**src/rtl/mod_n_counter_scheduler_if.sv**
```systemverilog
// Bundles the requester-side and increment-unit-side signals of
// mod_n_counter_scheduler.
//   req/clr       : per-requester increment request and synchronous clear
//   grant/wrap    : one-cycle write-back pulse and zero-result flag
//   count         : flattened counts, requester i at [i*WIDTH +: WIDTH]
//   busy          : scheduler is mid-operation
//   inc_data_in   : operand to the external mod-N increment unit
//   inc_data_out  : registered result from the increment unit
//   inc_rst       : synchronous reset for the increment unit
// master = environment side, slave = scheduler side.
interface mod_n_counter_scheduler_if #(
   parameter int WIDTH = 32,
   parameter int NREQ  = 4
);
   logic [NREQ-1:0]       req;
   logic [NREQ-1:0]       clr;
   logic [NREQ-1:0]       grant;
   logic [NREQ-1:0]       wrap;
   logic [NREQ*WIDTH-1:0] count;
   logic                  busy;
   logic [WIDTH-1:0]      inc_data_in;
   logic [WIDTH-1:0]      inc_data_out;
   logic                  inc_rst;

   modport master (
      output req, clr, inc_data_out,
      input  grant, wrap, count, busy, inc_data_in, inc_rst
   );

   modport slave (
      input  req, clr, inc_data_out,
      output grant, wrap, count, busy, inc_data_in, inc_rst
   );
endinterface

```
**src/rtl/mod_n_counter_scheduler.sv**
```systemverilog
// Round-robin scheduler that time-shares one external mod-N increment unit
// among NREQ per-requester counters. Each update takes three cycles:
// IDLE (arbitrate, load operand), ISSUE (operand stable at the unit),
// WAIT (result arrives, written back on the exit edge).
// Ports:
//   clk  : clock, rising edge
//   rst  : asynchronous active-low reset
//   bus  : mod_n_counter_scheduler_if.slave (req, clr, grant, wrap, count,
//          busy, inc_data_in, inc_data_out, inc_rst)
module mod_n_counter_scheduler #(
   parameter int N     = 256,
   parameter int WIDTH = 32,
   parameter int NREQ  = 4
) (
   input  logic                        clk,
   input  logic                        rst,
   mod_n_counter_scheduler_if.slave    bus
);

   localparam int PW = (NREQ > 1) ? $clog2(NREQ) : 1;

   if (NREQ < 2) begin : g_bad_nreq
      $error("NREQ must be at least 2");
   end
   if (N < 2 || $clog2(N) > WIDTH) begin : g_bad_n
      $error("N must be at least 2 and N-1 must fit in WIDTH bits");
   end

   typedef enum logic [1:0] {IDLE, ISSUE, WAIT} state_t;

   state_t            state, state_nx;
   logic [PW-1:0]     ptr, sel, winner;
   logic              found;
   logic              load, wb;
   logic [WIDTH-1:0]  cnt [NREQ];
   logic [WIDTH-1:0]  inc_data_in_q;
   logic [NREQ-1:0]   grant_q, wrap_q;
   logic              inc_rst_q;

   // Round-robin search starting at ptr, wrapping modulo NREQ.
   always_comb begin
      int unsigned idx;
      idx    = 0;
      winner = '0;
      found  = 1'b0;
      for (int unsigned k = 0; k < NREQ; k++) begin
         idx = k + 32'(ptr);
         if (idx >= NREQ) idx = idx - NREQ;
         if (!found && bus.req[idx]) begin
            found  = 1'b1;
            winner = PW'(idx);
         end
      end
   end

   always_ff @(posedge clk or negedge rst) begin
      if (!rst) state <= IDLE;
      else      state <= state_nx;
   end

   always_comb begin
      state_nx = state;
      load     = 1'b0;
      wb       = 1'b0;
      case (state)
         IDLE: begin
            if (found) begin
               load     = 1'b1;
               state_nx = ISSUE;
            end
         end
         ISSUE: state_nx = WAIT;
         WAIT: begin
            wb       = 1'b1;
            state_nx = IDLE;
         end
         default: state_nx = IDLE;
      endcase
   end

   always_ff @(posedge clk or negedge rst) begin
      if (!rst) begin
         ptr           <= '0;
         sel           <= '0;
         inc_data_in_q <= '0;
         grant_q       <= '0;
         wrap_q        <= '0;
         inc_rst_q     <= 1'b1;
         for (int unsigned i = 0; i < NREQ; i++) cnt[i] <= '0;
      end else begin
         inc_rst_q <= 1'b0;
         grant_q   <= '0;
         wrap_q    <= '0;
         if (load) begin
            sel           <= winner;
            inc_data_in_q <= cnt[winner];
         end
         if (wb) begin
            grant_q[sel] <= 1'b1;
            // A coincident clear overrides the result, so no wrap is reported.
            wrap_q[sel]  <= (bus.inc_data_out == '0) && !bus.clr[sel];
            ptr          <= (32'(sel) == NREQ - 1) ? '0 : sel + 1'b1;
         end
         for (int unsigned i = 0; i < NREQ; i++) begin
            if (bus.clr[i])                   cnt[i] <= '0;
            else if (wb && sel == PW'(i))     cnt[i] <= bus.inc_data_out;
         end
      end
   end

   always_comb begin
      bus.count = '0;
      for (int unsigned i = 0; i < NREQ; i++) bus.count[i*WIDTH +: WIDTH] = cnt[i];
   end

   assign bus.grant       = grant_q;
   assign bus.wrap        = wrap_q;
   assign bus.inc_data_in = inc_data_in_q;
   assign bus.inc_rst     = inc_rst_q;
   assign bus.busy        = (state != IDLE);

endmodule

```
**src/flat_wrapper.sv**
```systemverilog
// flat-port wrapper written by rule: the top's interface ports become plain ports
module mod_n_counter_scheduler_flat 
#(
   parameter int N     = 256,
   parameter int WIDTH = 32,
   parameter int NREQ  = 4
)
  (clk, rst, bus_req, bus_clr, bus_inc_data_out, bus_grant, bus_wrap, bus_count, bus_busy, bus_inc_data_in, bus_inc_rst);
  mod_n_counter_scheduler_if #(.WIDTH(WIDTH), .NREQ(NREQ)) bus_i ();
  input  logic clk;
  input  logic rst;
  input wire logic [$bits(bus_i.req)-1:0] bus_req;
  input wire logic [$bits(bus_i.clr)-1:0] bus_clr;
  input wire logic [$bits(bus_i.inc_data_out)-1:0] bus_inc_data_out;
  output wire logic [$bits(bus_i.grant)-1:0] bus_grant;
  output wire logic [$bits(bus_i.wrap)-1:0] bus_wrap;
  output wire logic [$bits(bus_i.count)-1:0] bus_count;
  output wire logic [$bits(bus_i.busy)-1:0] bus_busy;
  output wire logic [$bits(bus_i.inc_data_in)-1:0] bus_inc_data_in;
  output wire logic [$bits(bus_i.inc_rst)-1:0] bus_inc_rst;
  assign bus_i.req = bus_req;
  assign bus_i.clr = bus_clr;
  assign bus_i.inc_data_out = bus_inc_data_out;
  assign bus_grant = bus_i.grant;
  assign bus_wrap = bus_i.wrap;
  assign bus_count = bus_i.count;
  assign bus_busy = bus_i.busy;
  assign bus_inc_data_in = bus_i.inc_data_in;
  assign bus_inc_rst = bus_i.inc_rst;
  mod_n_counter_scheduler #(.N(N), .WIDTH(WIDTH), .NREQ(NREQ)) u_core (.clk(clk), .rst(rst), .bus(bus_i));
endmodule
```
**config.mk**
```make
export PLATFORM = sky130hd
export DESIGN_NAME = mod_n_counter_scheduler_flat
export DESIGN_NICKNAME = d
export VERILOG_FILES = /design/src/rtl/mod_n_counter_scheduler_if.sv /design/src/rtl/mod_n_counter_scheduler.sv /design/src/flat_wrapper.sv
export SDC_FILE = /design/constraint.sdc
export NUM_CORES = 1
export LEC_CHECK = 0
export ABC_CLOCK_PERIOD_IN_PS = 4400
export BUFFER_PORTS_ARGS = -buffer_cell sky130_fd_sc_hd__buf_2
export CAP_MARGIN = 5
export CORE_MARGIN = 2
export CORE_UTILIZATION = 55
export DETAILED_ROUTE_END_ITERATION = 10
export MAX_ROUTING_LAYER = met4
export PLACE_DENSITY_LB_ADDON = 0.1
export SLEW_MARGIN = 20
export SYNTH_ARGS = -nofsm -noshare
export SYNTH_HDL_FRONTEND = slang
export SYNTH_SLANG_ARGS = --single-unit
```
**constraint.sdc**
```tcl
create_clock -name clk -period 4.4 [get_ports clk]
set_input_delay 0.44 -clock clk [delete_from_list [all_inputs] [get_ports clk]]
set_output_delay 0.44 -clock clk [all_outputs]
set_load 0.02 [all_outputs]
```
==> results of run 1 <==
==> cell families after synthesis <==
group / Yosys count / share of synthesized area (%)
DFF: 175 / 56.9
AOI/OAI and AO/OA: 170 / 12.8
other: 1 / 0.0487
and+or+nand+nor: 319 / 16.2
buffers and inverters: 67 / 4.39
muxes: 67 / 8.91
adders and majority gates: 4 / 0.650
==> metal layers <==
metal,global-route usage [%],vias up,share of wire (%)
met5,-,-,0
met4,12.0,0,2.0
met3,6.55,34,9.0
met2,51.8,358,49
met1,44.7,3493,40
li1,-,3085,-
==> cell type report <==
class | count | area (um^2) | share of cell area (%)
clock buffer | 27 | 533 | 5.68
clock inverter | 5 | 50.0 | 0.533
timing repair buffer | 223 | 1180 | 12.5
tap | 180 | 225 | 2.40
sequential | 175 | 4380 | 46.6
multi-input combinational | 561 | 2990 | 31.9
inverter | 8 | 30.0 | 0.320
==> layout by cell type, fill, tap and decap left out, drive strengths merged <==
master   instances
a21boi           1
a21o             2
a21oi          129
buf            223
bufinv           1
clkbuf          27
clkinv           4
conb             1
dfrtp          174
dfstp            1
ha               4
inv              8
mux2             2
mux2i           64
mux4             1
nand2          294
nand4            2
nor2             4
nor2b            5
nor4            12
o2111ai          1
o21ai            3
o221ai          33
o22ai            1
or2              2
==> power breakdown <==
part           internal (mW)  leakage [nW]  switching [mW]
registers               1.81          2.42           0.182
logic                  0.477          2.05            1.05
clock network          0.882         0.293           0.607
total                   3.17          4.76            1.84
==> Yosys cell counts, drive strengths merged, types with 2 or more instances <==
master  count
a21o        2
a21oi     129
buf        23
clkbuf     36
dfrtp     174
ha          4
inv         8
mux2        2
mux2i      64
nand2     294
nand4       2
nor2        4
nor2b       5
nor4       12
o21ai       3
o221ai     33
or2         2
==> state kept, by name (all words and copies together), names as in the netlist <==
signal and cells:
u_core.bus.wrap 4, u_core.sel 2, u_core.bus.count 128, u_core.ptr 2, u_core.bus.grant 4, u_core.bus.inc_rst 1, u_core.state 2, u_core.bus.inc_data_in 32
==> how the worst min path moves through the flow <==
stage / startpoint / to / slack [ns] / depth (start not counted)
global route: rst / u_core.bus.count[95] / 0.12 / 1
global placement: u_core.state[1] / u_core.state[1] / 0.42 / 1
detailed placement: u_core.state[1] / u_core.state[1] / 0.43 / 1
CTS: rst / u_core.bus.count[95] / 0.09 / 1
finish: rst / u_core.bus.grant[2] / 0.04 / 1
floorplan: rst / u_core.bus.count[0] / 0.14 / 0
==> summary.md, run 1 <==
| Metric | Value |
|---|---|
| Layout cell share with drive strength beyond 1 | 25.9% |
| Synth Flop Type | dfrtp_1 |
| GP Congestion | just over 0.8 |
| Critical path data required time | roughly 4.7 ns |
| Status | finished clean |
| Num rows | between 40 and 50 |
| Highest clock rate | roughly 420 MHz |
| Synthesized area | between 7000 and 8000 um^2 |
| Initial antenna violation count | 0 |
| Final net count | around 1,000 |
| PwrDens | about 530 nW/um^2 |
| CP max stage cell | inv_1 |
| Bufs and invs on worst path | 3 |
| Final worst path period need | between 2 and 2.5 ns |
| WS Path Type | reg2reg |
| Cts bufs inserted | 17 |
| Final setup TNS | 0 ns |
| Crit path max fanout | 34 |
| Hold-fix buffers at CTS | 0 |
| CP max stage delay | ~0.46 ns |
| CTS tree | done |
| Average wire per standard cell | between 15 and 20 um |
| Dpl cells | about 1,100 |
| Final Max Tran Viols | 0 |
| Fin util | between 60% and 70% |
| Mapped Cells | between 800 and 900 |
| Terminus of the critical flop-to-flop path | u_core.bus.count[113] |
| Hold WC Path Type | in2async |
| CTS clk-pin slew, worst paths | approximately 0.06 ns |
| Hpwl dp | 14.8 mm |
| GRT Total Usage | about 34% |
| Syn_nets | 849 |
| Vias in the first global route | 6,725 |
| Ports | between 200 and 250 |
| Congestion Overflow GR | 0 |
| CTS max path bufs | 2 |
| First-pass GRT wire length | approximately 37 mm |
| Top area cells in the synthesized netlist | dfrtp_1 57%, nand2_1 14%, a21oi_1 8.4% |
| Synth async-reset ratio | 100% |
| Largest net degree at the start of global routing | 92 |
| Post-CTS setup buffer count | 0 |
| PostCTS Resize Cnt | 0 |
| Post-place setup slack | between 1.5 and 2 ns |
| Area grow syn2layout | 22.0% |
| Worst flop-to-flop path startpoint | u_core.state[0] |
| Yosys top cell by area | dfrtp_1 |
| IR drop worst, VDD | about 0.31 mV |
| Routed wire length | ~24 mm |
| DR iter-0 viols | approximately 710 |
| Critical path's top delay family | buffers and inverters |
| Vias per cell | 5.91 |
| # H-tree levels | 4 |
| Worst-Margin Slew | ~0.85 ns |
| Fill count | 1,180 |
| Synth cell types | 27 |
| Relative slew slack | between 40% and 50% |
| Placed cell area | just under 9000 um^2 |
| Core Area | between 10,000 and 15,000 um^2 |
| Filler-free cell count of the finished design | between 1,000 and 1,500 |
| Design Area, Final | 9390 um^2 |
| Overall power | ~5.0 mW |
| Root cell of the clock tree | clkbuf_16 |
| Crit path cell chain | nor2b_1 -> nand2_1 -> buf_4 -> inv_1 -> buf_4 -> nand2_1 -> a21oi_1 |
| Startpoint type of the worst setup path | flop |
| Setup violators final | 0 |
| Synth top area share | a little under three fifths |
| Mean Syn Cell Area | ~9.6 um^2 |
| Initial Utilization | between 50% and 60% |
| Post-synth EDFFs | 0 |
| Crit path launch | u_core.state[0] |
| WP data arrival | between 2 and 3 ns |
| Period utilization | between 50% and 60% |
| Lkg Pwr | between 4 and 5 nW |
| Yosys warning total | 0 |
| DIE HEIGHT | 122 um |
| CP Capture Point | u_core.bus.count[113] |
| Worst path setup slack after routing | between 2 and 2.5 ns |
| PortBufs | 211 |
| Remaining antenna violation count after routing | 0 |
| DR vias | between 6,000 and 7,000 |
| Die area | roughly 15,000 um^2 |
| RSZ-0062 raised after global routing | no |
| Worst-Skew Late Latency | 0.43 ns |
| Final Hold Fails | 0 |
| R2R Setup Slk | slightly above 2 ns |
| DRC viols | 0 |
| Seq/Total Area, Yosys | between 50% and 60% |
| Clock sinks | between 150 and 200 |
| Max Cap Viol | 0 |
| #FFs+latches synth | ~180 |
| Setup crit end kind | flop |
| Drt pass-1 iters | 5 |
| WP depth | 7 |
| Die X | 122 um |
| Hold slack | between 0.03 and 0.04 ns |
| Register-to-Register Path Depth | 7 |
| Setup Skew | approximately 0.0063 ns |
| Number of diodes | 0 |
Note: power is estimated with default switching activity, not from simulation.
==> run 2: changes to the inputs <==
--- a/config.mk
+++ b/config.mk
@@ -5,11 +5,11 @@
 export SDC_FILE = /design/constraint.sdc
 export NUM_CORES = 1
 export LEC_CHECK = 0
-export ABC_CLOCK_PERIOD_IN_PS = 4400
+export ABC_CLOCK_PERIOD_IN_PS = 2100
 export BUFFER_PORTS_ARGS = -buffer_cell sky130_fd_sc_hd__buf_2
 export CAP_MARGIN = 5
 export CORE_MARGIN = 2
-export CORE_UTILIZATION = 55
+export CORE_UTILIZATION = 47
 export DETAILED_ROUTE_END_ITERATION = 10
 export MAX_ROUTING_LAYER = met4
 export PLACE_DENSITY_LB_ADDON = 0.1
==> constraint.sdc (replaced) <==
create_clock -name clk -period 2.1 [get_ports clk]
set_input_delay 0.21 -clock clk [delete_from_list [all_inputs] [get_ports clk]]
set_output_delay 0.21 -clock clk [all_outputs]
set_load 0.02 [all_outputs]
==> run 2 against run 1 <==
Against the previous run: global-route usage shrank 3.2 points; cell area grew 3.4%; final cell count grew 4.9%; count of clock-buffer cells in the layout decreased by 7.
==> summary.md, run 2 (synthesis gave the netlist of run 1 again) <==
| Metric | Value |
|---|---|
| IR drop worst, VDD | 0.725 mV (was 0.306 mV) |
| Setup Skew | 0.00982 ns (was 0.00626 ns) |
| Relative slew slack | 58.5% (was 43.2%) |
| PwrDens | 1130 nW/um^2 (was 533 nW/um^2) |
| GP Congestion | 0.819 (was 0.809) |
| Commonest non-fill, non-tap cells in the layout | 289 x nand2_1, 210 x buf_2, 174 x dfrtp_1 (was 294 x nand2_1, 210 x buf_2, 174 x dfrtp_1) |
| Status | finished clean (unchanged) |
| DRC viols | 0 (unchanged) |
| Number of diodes | 0 (unchanged) |
| DR vias | 6,981 (was 6,970) |
| Number of flip-flops in the largest register | 128 (unchanged) |
| GRT Total Usage | 30.3% (was 33.5%) |
| Num rows | 46 (was 43) |
| First-pass GRT wire length | 39.6 mm (was 36.7 mm) |
| CP max stage cell | dfrtp_1 (was inv_1) |
| Bufs and invs on worst path | 1 (was 3) |
| HP Start | bus_inc_data_out[4] |
| Congestion Overflow GR | 0 (unchanged) |
| Cts bufs inserted | 17 (unchanged) |
| Average wire per standard cell | 20.4 um (was 20.0 um) |
| Period utilization | 88.0% (was 53.5%) |
| Remaining antenna violation count after routing | 0 (unchanged) |
| Crit path cell chain | nor2b_1 -> a21oi_1 -> o221ai_4 -> buf_12 -> mux2i_1 -> o221ai_1 (was nor2b_1 -> nand2_1 -> buf_4 -> inv_1 -> buf_4 -> nand2_1 -> a21oi_1) |
| CTS tree | done (unchanged) |
| Overall power | 11.0 mW (was 5.01 mW) |
| Setup violators final | 0 (unchanged) |
| DR iter-0 viols | 479 (was 705) |
| PostCTS Resize Cnt | 0 (unchanged) |
| Critical path data required time | 2.39 ns (was 4.74 ns) |
| Die area | 17,400 um^2 (was 15,000 um^2) |
| Hpwl dp | 16.5 mm (was 14.8 mm) |
| Routed wire length | 25.2 mm (was 23.6 mm) |
| WP data arrival | 2.14 ns (was 2.70 ns) |
| # H-tree levels | 4 (unchanged) |
| Root cell of the clock tree | clkbuf_16 (unchanged) |
| Final worst path period need | 1.85 ns (was 2.35 ns) |
| Commonest non-fill, non-tap cell in the layout | nand2_1 (unchanged) |
| Worst flop-to-flop path startpoint | u_core.ptr[0] (was u_core.state[0]) |
| Layout cell share with drive strength beyond 1 | 27.9% (was 25.9%) |
| WS Path Type | reg2reg (unchanged) |
| Final setup TNS | 0 ns (unchanged) |
| Initial Utilization | 48.3% (was 55.9%) |
| Drt pass-1 iters | 5 (unchanged) |
| DIE HEIGHT | 132 um (was 122 um) |
| Worst-Skew Late Latency | 0.43 ns (about the same) |
| CTS clk-pin slew, worst paths | 0.07 ns (was 0.06 ns) |
| Vias in the first global route | 6,776 (was 6,725) |
| Startpoint type of the worst setup path | flop (unchanged) |
| Design Area, Final | 9710 um^2 (was 9390 um^2) |
| Fill count | 1,443 (was 1,180) |
| PortBufs | 211 (unchanged) |
| Area grow syn2layout | 26.2% (was 22.0%) |
| Initial antenna violation count | 0 (unchanged) |
| Lkg Pwr | 4.91 nW (was 4.76 nW) |
| Clock sinks | 175 (unchanged) |
| Max Cap Viol | 0 (unchanged) |
| Crit path launch | u_core.ptr[0] (was u_core.state[0]) |
| Placed cell area | 9080 um^2 (was 8810 um^2) |
| Critical path's top delay family | compound AO/OA/AOI/OAI gates (was buffers and inverters) |
| Crit path max fanout | 40 (was 34) |
| CTS max path bufs | 2 (unchanged) |
| Highest clock rate | 541 MHz (was 425 MHz) |
| Die X | 132 um (was 122 um) |
| Final Hold Fails | 0 (unchanged) |
| RSZ-0062 raised after global routing | no (unchanged) |
| Worst-Margin Slew | 0.623 ns (was 0.852 ns) |
| Hold WC Path Type | in2reg (was in2async) |
| Post-place setup slack | 0.277 ns (was 1.75 ns) |
| Core Area | 15,900 um^2 (was 13,800 um^2) |
| Final Max Tran Viols | 0 (unchanged) |
| CP max stage delay | 0.41 ns (was 0.46 ns) |
| Ports | 212 (unchanged) |
| Vias per cell | 5.64 (was 5.91) |
| Setup crit end kind | flop (unchanged) |
| Final net count | 1,054 (was 1,032) |
| Largest net degree at the start of global routing | 63 (was 92) |
| R2R Setup Slk | 0.25 ns (was 2.05 ns) |
| Worst path setup slack after routing | 0.253 ns (was 2.05 ns) |
-- run 2: final timing paths --
kind / end / cells past startpoint
worst min register to register: u_core.state[1] / 1
worst max-delay path: u_core.bus.inc_data_in[6] / 6
worst min-delay path: u_core.bus.count[100] / 3
worst max register to register: u_core.bus.inc_data_in[6] / 6
min in group asynchronous: u_core.bus.count[64] / 2
max in group asynchronous: u_core.bus.count[27] / 3
-- run 2: metal layers --
layer	vias up	track usage [%]	part of all wire, %
met5	-	-	0
met4	0	9.78	2.1
met3	35	5.69	7.9
met2	340	47.1	48
met1	3468	40.6	42
li1	3138	-	-
-- run 2: area by class of cell --
cell class	count	area, um^2	area share, %
clock buffer	20	447	4.60
clock inverter	12	166	1.71
inverter	8	30.0	0.309
multi-input combinational	561	3010	31.0
sequential	175	4380	45.1
tap	216	270	2.78
timing repair buffer	245	1410	14.5
-- run 2: power breakdown --
group	total, mW	switching, mW	internal [mW]
Sequential	4.15	0.355	3.80
Combinational	3.53	2.35	1.18
Clock	3.33	1.32	2.01
-- run 2: worst reg2reg max path: stages, from the launching register on --
cell	delay [ns]
dfrtp_1	0.41
nor2b_1	0.17
a21oi_1	0.11
o221ai_4	0.27
buf_12	0.32
mux2i_1	0.29
o221ai_1	0.14
-- run 2: metrics by stage --
step / instances / hold WS [ns] / utilization, %
finish: 1237 / 0.0526 / 60.9
global route: 1237 / 0.0557 / 60.9
CTS: 1237 / 0.0399 / 60.9
detailed placement: 1204 / 0.252 / 57.0
global placement: 1204 / 0.252 / 57.0
floorplan: 803 / -0.0856 / -
-- run 2: repair_timing --
| item | 4_1_cts | 5_1_grt |
|---|---|---|
| buffers inserted | 0 | 0 |
| hold buffers | 1 | 0 |
| hold endpoints to repair | 58 | 0 |
==> run 3: changes to the inputs <==
--- a/config.mk
+++ b/config.mk
@@ -5,11 +5,11 @@
 export SDC_FILE = /design/constraint.sdc
 export NUM_CORES = 1
 export LEC_CHECK = 0
-export ABC_CLOCK_PERIOD_IN_PS = 2100
+export ABC_CLOCK_PERIOD_IN_PS = 2250
 export BUFFER_PORTS_ARGS = -buffer_cell sky130_fd_sc_hd__buf_2
 export CAP_MARGIN = 5
 export CORE_MARGIN = 2
-export CORE_UTILIZATION = 47
+export CORE_UTILIZATION = 45
 export DETAILED_ROUTE_END_ITERATION = 10
 export MAX_ROUTING_LAYER = met4
 export PLACE_DENSITY_LB_ADDON = 0.1
==> constraint.sdc (replaced) <==
create_clock -name clk -period 2.25 [get_ports clk]
set_input_delay 0.225 -clock clk [delete_from_list [all_inputs] [get_ports clk]]
set_output_delay 0.225 -clock clk [all_outputs]
set_load 0.02 [all_outputs]
==> run 3 against run 2 <==
Against the previous run: critical path type unchanged; via count fell by 1.0%; power fell by 8.5%; wire length grew 0.15%; cell area is 0.97% lower; worst setup slack worse by 0.070 ns.
==> summary.md, run 3 (synthesis gave the netlist of run 1 again) <==
| Metric | Value |
|---|---|
| Setup crit end kind | flop (unchanged) |
| Drt pass-1 iters | 6 (was 5) |
| CTS tree | done (unchanged) |
| Vias per cell | 5.60 (was 5.64) |
| Startpoint type of the worst setup path | flop (unchanged) |
| Hold WC Path Type | in2reg (unchanged) |
| PwrDens | 1050 nW/um^2 (was 1130 nW/um^2) |
| Remaining antenna violation count after routing | 0 (unchanged) |
| Placed cell area | 9000 um^2 (was 9080 um^2) |
| Worst-Skew Late Latency | 0.43 ns (about the same) |
| DR iter-0 viols | 670 (was 479) |
| Worst path setup slack after routing | 0.183 ns (was 0.253 ns) |
| Period utilization | 91.9% (was 88.0%) |
| CP max stage cell | or2_2 (was dfrtp_1) |
| IR drop worst, VDD | 0.589 mV (was 0.725 mV) |
| Commonest non-fill, non-tap cell in the layout | nand2_1 (unchanged) |
| CTS max path bufs | 2 (unchanged) |
| Lkg Pwr | 4.85 nW (was 4.91 nW) |
| Die X | 135 um (was 132 um) |
| Setup Skew | 0.00605 ns (was 0.00982 ns) |
| Fin util | 57.8% (was 60.9%) |
| Final setup TNS | 0 ns (unchanged) |
| Final Max Tran Viols | 0 (unchanged) |
| Worst hold stages | 3 (unchanged) |
| WP data arrival | 2.40 ns (was 2.14 ns) |
| Ports | 212 (unchanged) |
| GRT Total Usage | 29.1% (was 30.3%) |
| Highest clock rate | 484 MHz (was 541 MHz) |
| Worst-Margin Slew | 0.878 ns (was 0.623 ns) |
| Final Hold Fails | 0 (unchanged) |
| Layout cell share with drive strength beyond 1 | 27.5% (was 27.9%) |
| Hold-fix buffers at CTS | 1 (unchanged) |
| Root cell of the clock tree | clkbuf_16 (unchanged) |
| DR vias | 6,908 (was 6,981) |
| Clock sinks | 175 (unchanged) |
| Final worst path period need | 2.07 ns (was 1.85 ns) |
| Max Cap Viol | 0 (unchanged) |
| Design Area, Final | 9610 um^2 (was 9710 um^2) |
| Vias in the first global route | 6,472 (was 6,776) |
| Routed wire length | 25.3 mm (was 25.2 mm) |
| Number of flip-flops in the largest register | 128 (unchanged) |
| Num rows | 47 (was 46) |
| PortBufs | 211 (unchanged) |
| WP depth | 4 (was 6) |
| # H-tree levels | 4 (unchanged) |
| WS Path Type | reg2reg (unchanged) |
| Final net count | 1,047 (was 1,054) |
| Die area | 18,200 um^2 (was 17,400 um^2) |
| Number of diodes | 0 (unchanged) |
| Dpl cells | 1,201 (was 1,204) |
| Bufs and invs on worst path | 0 (was 1) |
| Post-CTS setup buffer count | 0 (unchanged) |
| Initial antenna violation count | 0 (unchanged) |
| Crit path cell chain | or2_1 -> a21o_1 -> or2_2 -> o221ai_1 (was nor2b_1 -> a21oi_1 -> o221ai_4 -> buf_12 -> mux2i_1 -> o221ai_1) |
| Post-place setup slack | 0.159 ns (was 0.277 ns) |
| Filler-free cell count of the finished design | 1,234 (was 1,237) |
| DRC viols | 0 (unchanged) |
| Hold slack | 0.0666 ns (was 0.0526 ns) |
| Commonest non-fill, non-tap cells in the layout | 289 x nand2_1, 210 x buf_2, 174 x dfrtp_1 (unchanged) |
| Area grow syn2layout | 24.9% (was 26.2%) |
| Cts bufs inserted | 17 (unchanged) |
| Setup violators final | 0 (unchanged) |
| RSZ-0062 raised after global routing | no (unchanged) |
| First-pass GRT wire length | 38.9 mm (was 39.6 mm) |
| Overall power | 10.1 mW (was 11.0 mW) |
| PostCTS Resize Cnt | 0 (unchanged) |
| Critical path data required time | 2.58 ns (was 2.39 ns) |
| CTS clk-pin slew, worst paths | 0.07 ns (about the same) |
| CP max stage delay | 0.69 ns (was 0.41 ns) |
| Critical path's top delay family | simple AND/OR/NAND/NOR gates (was compound AO/OA/AOI/OAI gates) |
| Core Area | 16,600 um^2 (was 15,900 um^2) |
| Register-to-Register Path Depth | 4 (was 6) |
| DIE HEIGHT | 135 um (was 132 um) |
| Crit path max fanout | 33 (was 40) |
| Initial Utilization | 46.2% (was 48.3%) |
| Relative slew slack | 41.5% (was 58.5%) |
| Hpwl dp | 16.5 mm (about the same) |
| Average wire per standard cell | 20.5 um (was 20.4 um) |
| Status | finished clean (unchanged) |
| Congestion Overflow GR | 0 (unchanged) |
| Largest net degree at the start of global routing | 63 (unchanged) |
| GP Congestion | 0.787 (was 0.819) |
==> run 3: cell types whose count changed in the layout (fill, tap and decap cells not counted), sizes merged <==
cell / before / now
clkinv: 7 / 4
buf: 244 / 237
clkinvlp: 1 / 3
clkbuf: 20 / 23
bufinv: 4 / 2
==> run 3: tightest hold or removal path, stage by stage <==
cell,delay (ns)
buf_2,0.13
nand2_1,0.06
a21oi_1,0.05
==> run 3: where the power goes <==
part | total, mW | internal [mW] | switching, mW
logic | 3.18 | 1.00 | 2.18
clock network | 3.01 | 1.78 | 1.23
registers | 3.88 | 3.54 | 0.338
total | 10.1 | 6.33 | 3.75
==> run 3: layout make-up <==
class / count / area, um^2
inverters: 8 / 30.0
multi-input cells: 561 / 3010
fillers: 1488 / 7030
flip-flops and latches: 175 / 4380
clock buffers: 23 / 498
repair buffers: 238 / 1320
clock inverters: 9 / 106
well taps: 220 / 275
==> run 3: final timing paths <==
check	from	endpoint	slack, ns
max in group asynchronous	rst	u_core.bus.count[70]	1.14
setup / recovery	u_core.state[0]	u_core.bus.inc_data_in[12]	0.18
setup reg to reg	u_core.state[0]	u_core.bus.inc_data_in[12]	0.18
hold / removal	bus_inc_data_out[17]	u_core.bus.count[49]	0.07
min in group asynchronous	rst	u_core.bus.count[0]	0.36
hold reg to reg	u_core.state[1]	u_core.state[1]	0.43
==> run 3: per-layer routing <==
metal	GRT usage [%]	part of all wire, %	vias up
met5	-	0	-
met4	9.06	2.1	0
met3	4.32	8.2	38
met2	41.8	45	351
met1	42.8	44	3401
li1	-	-	3118
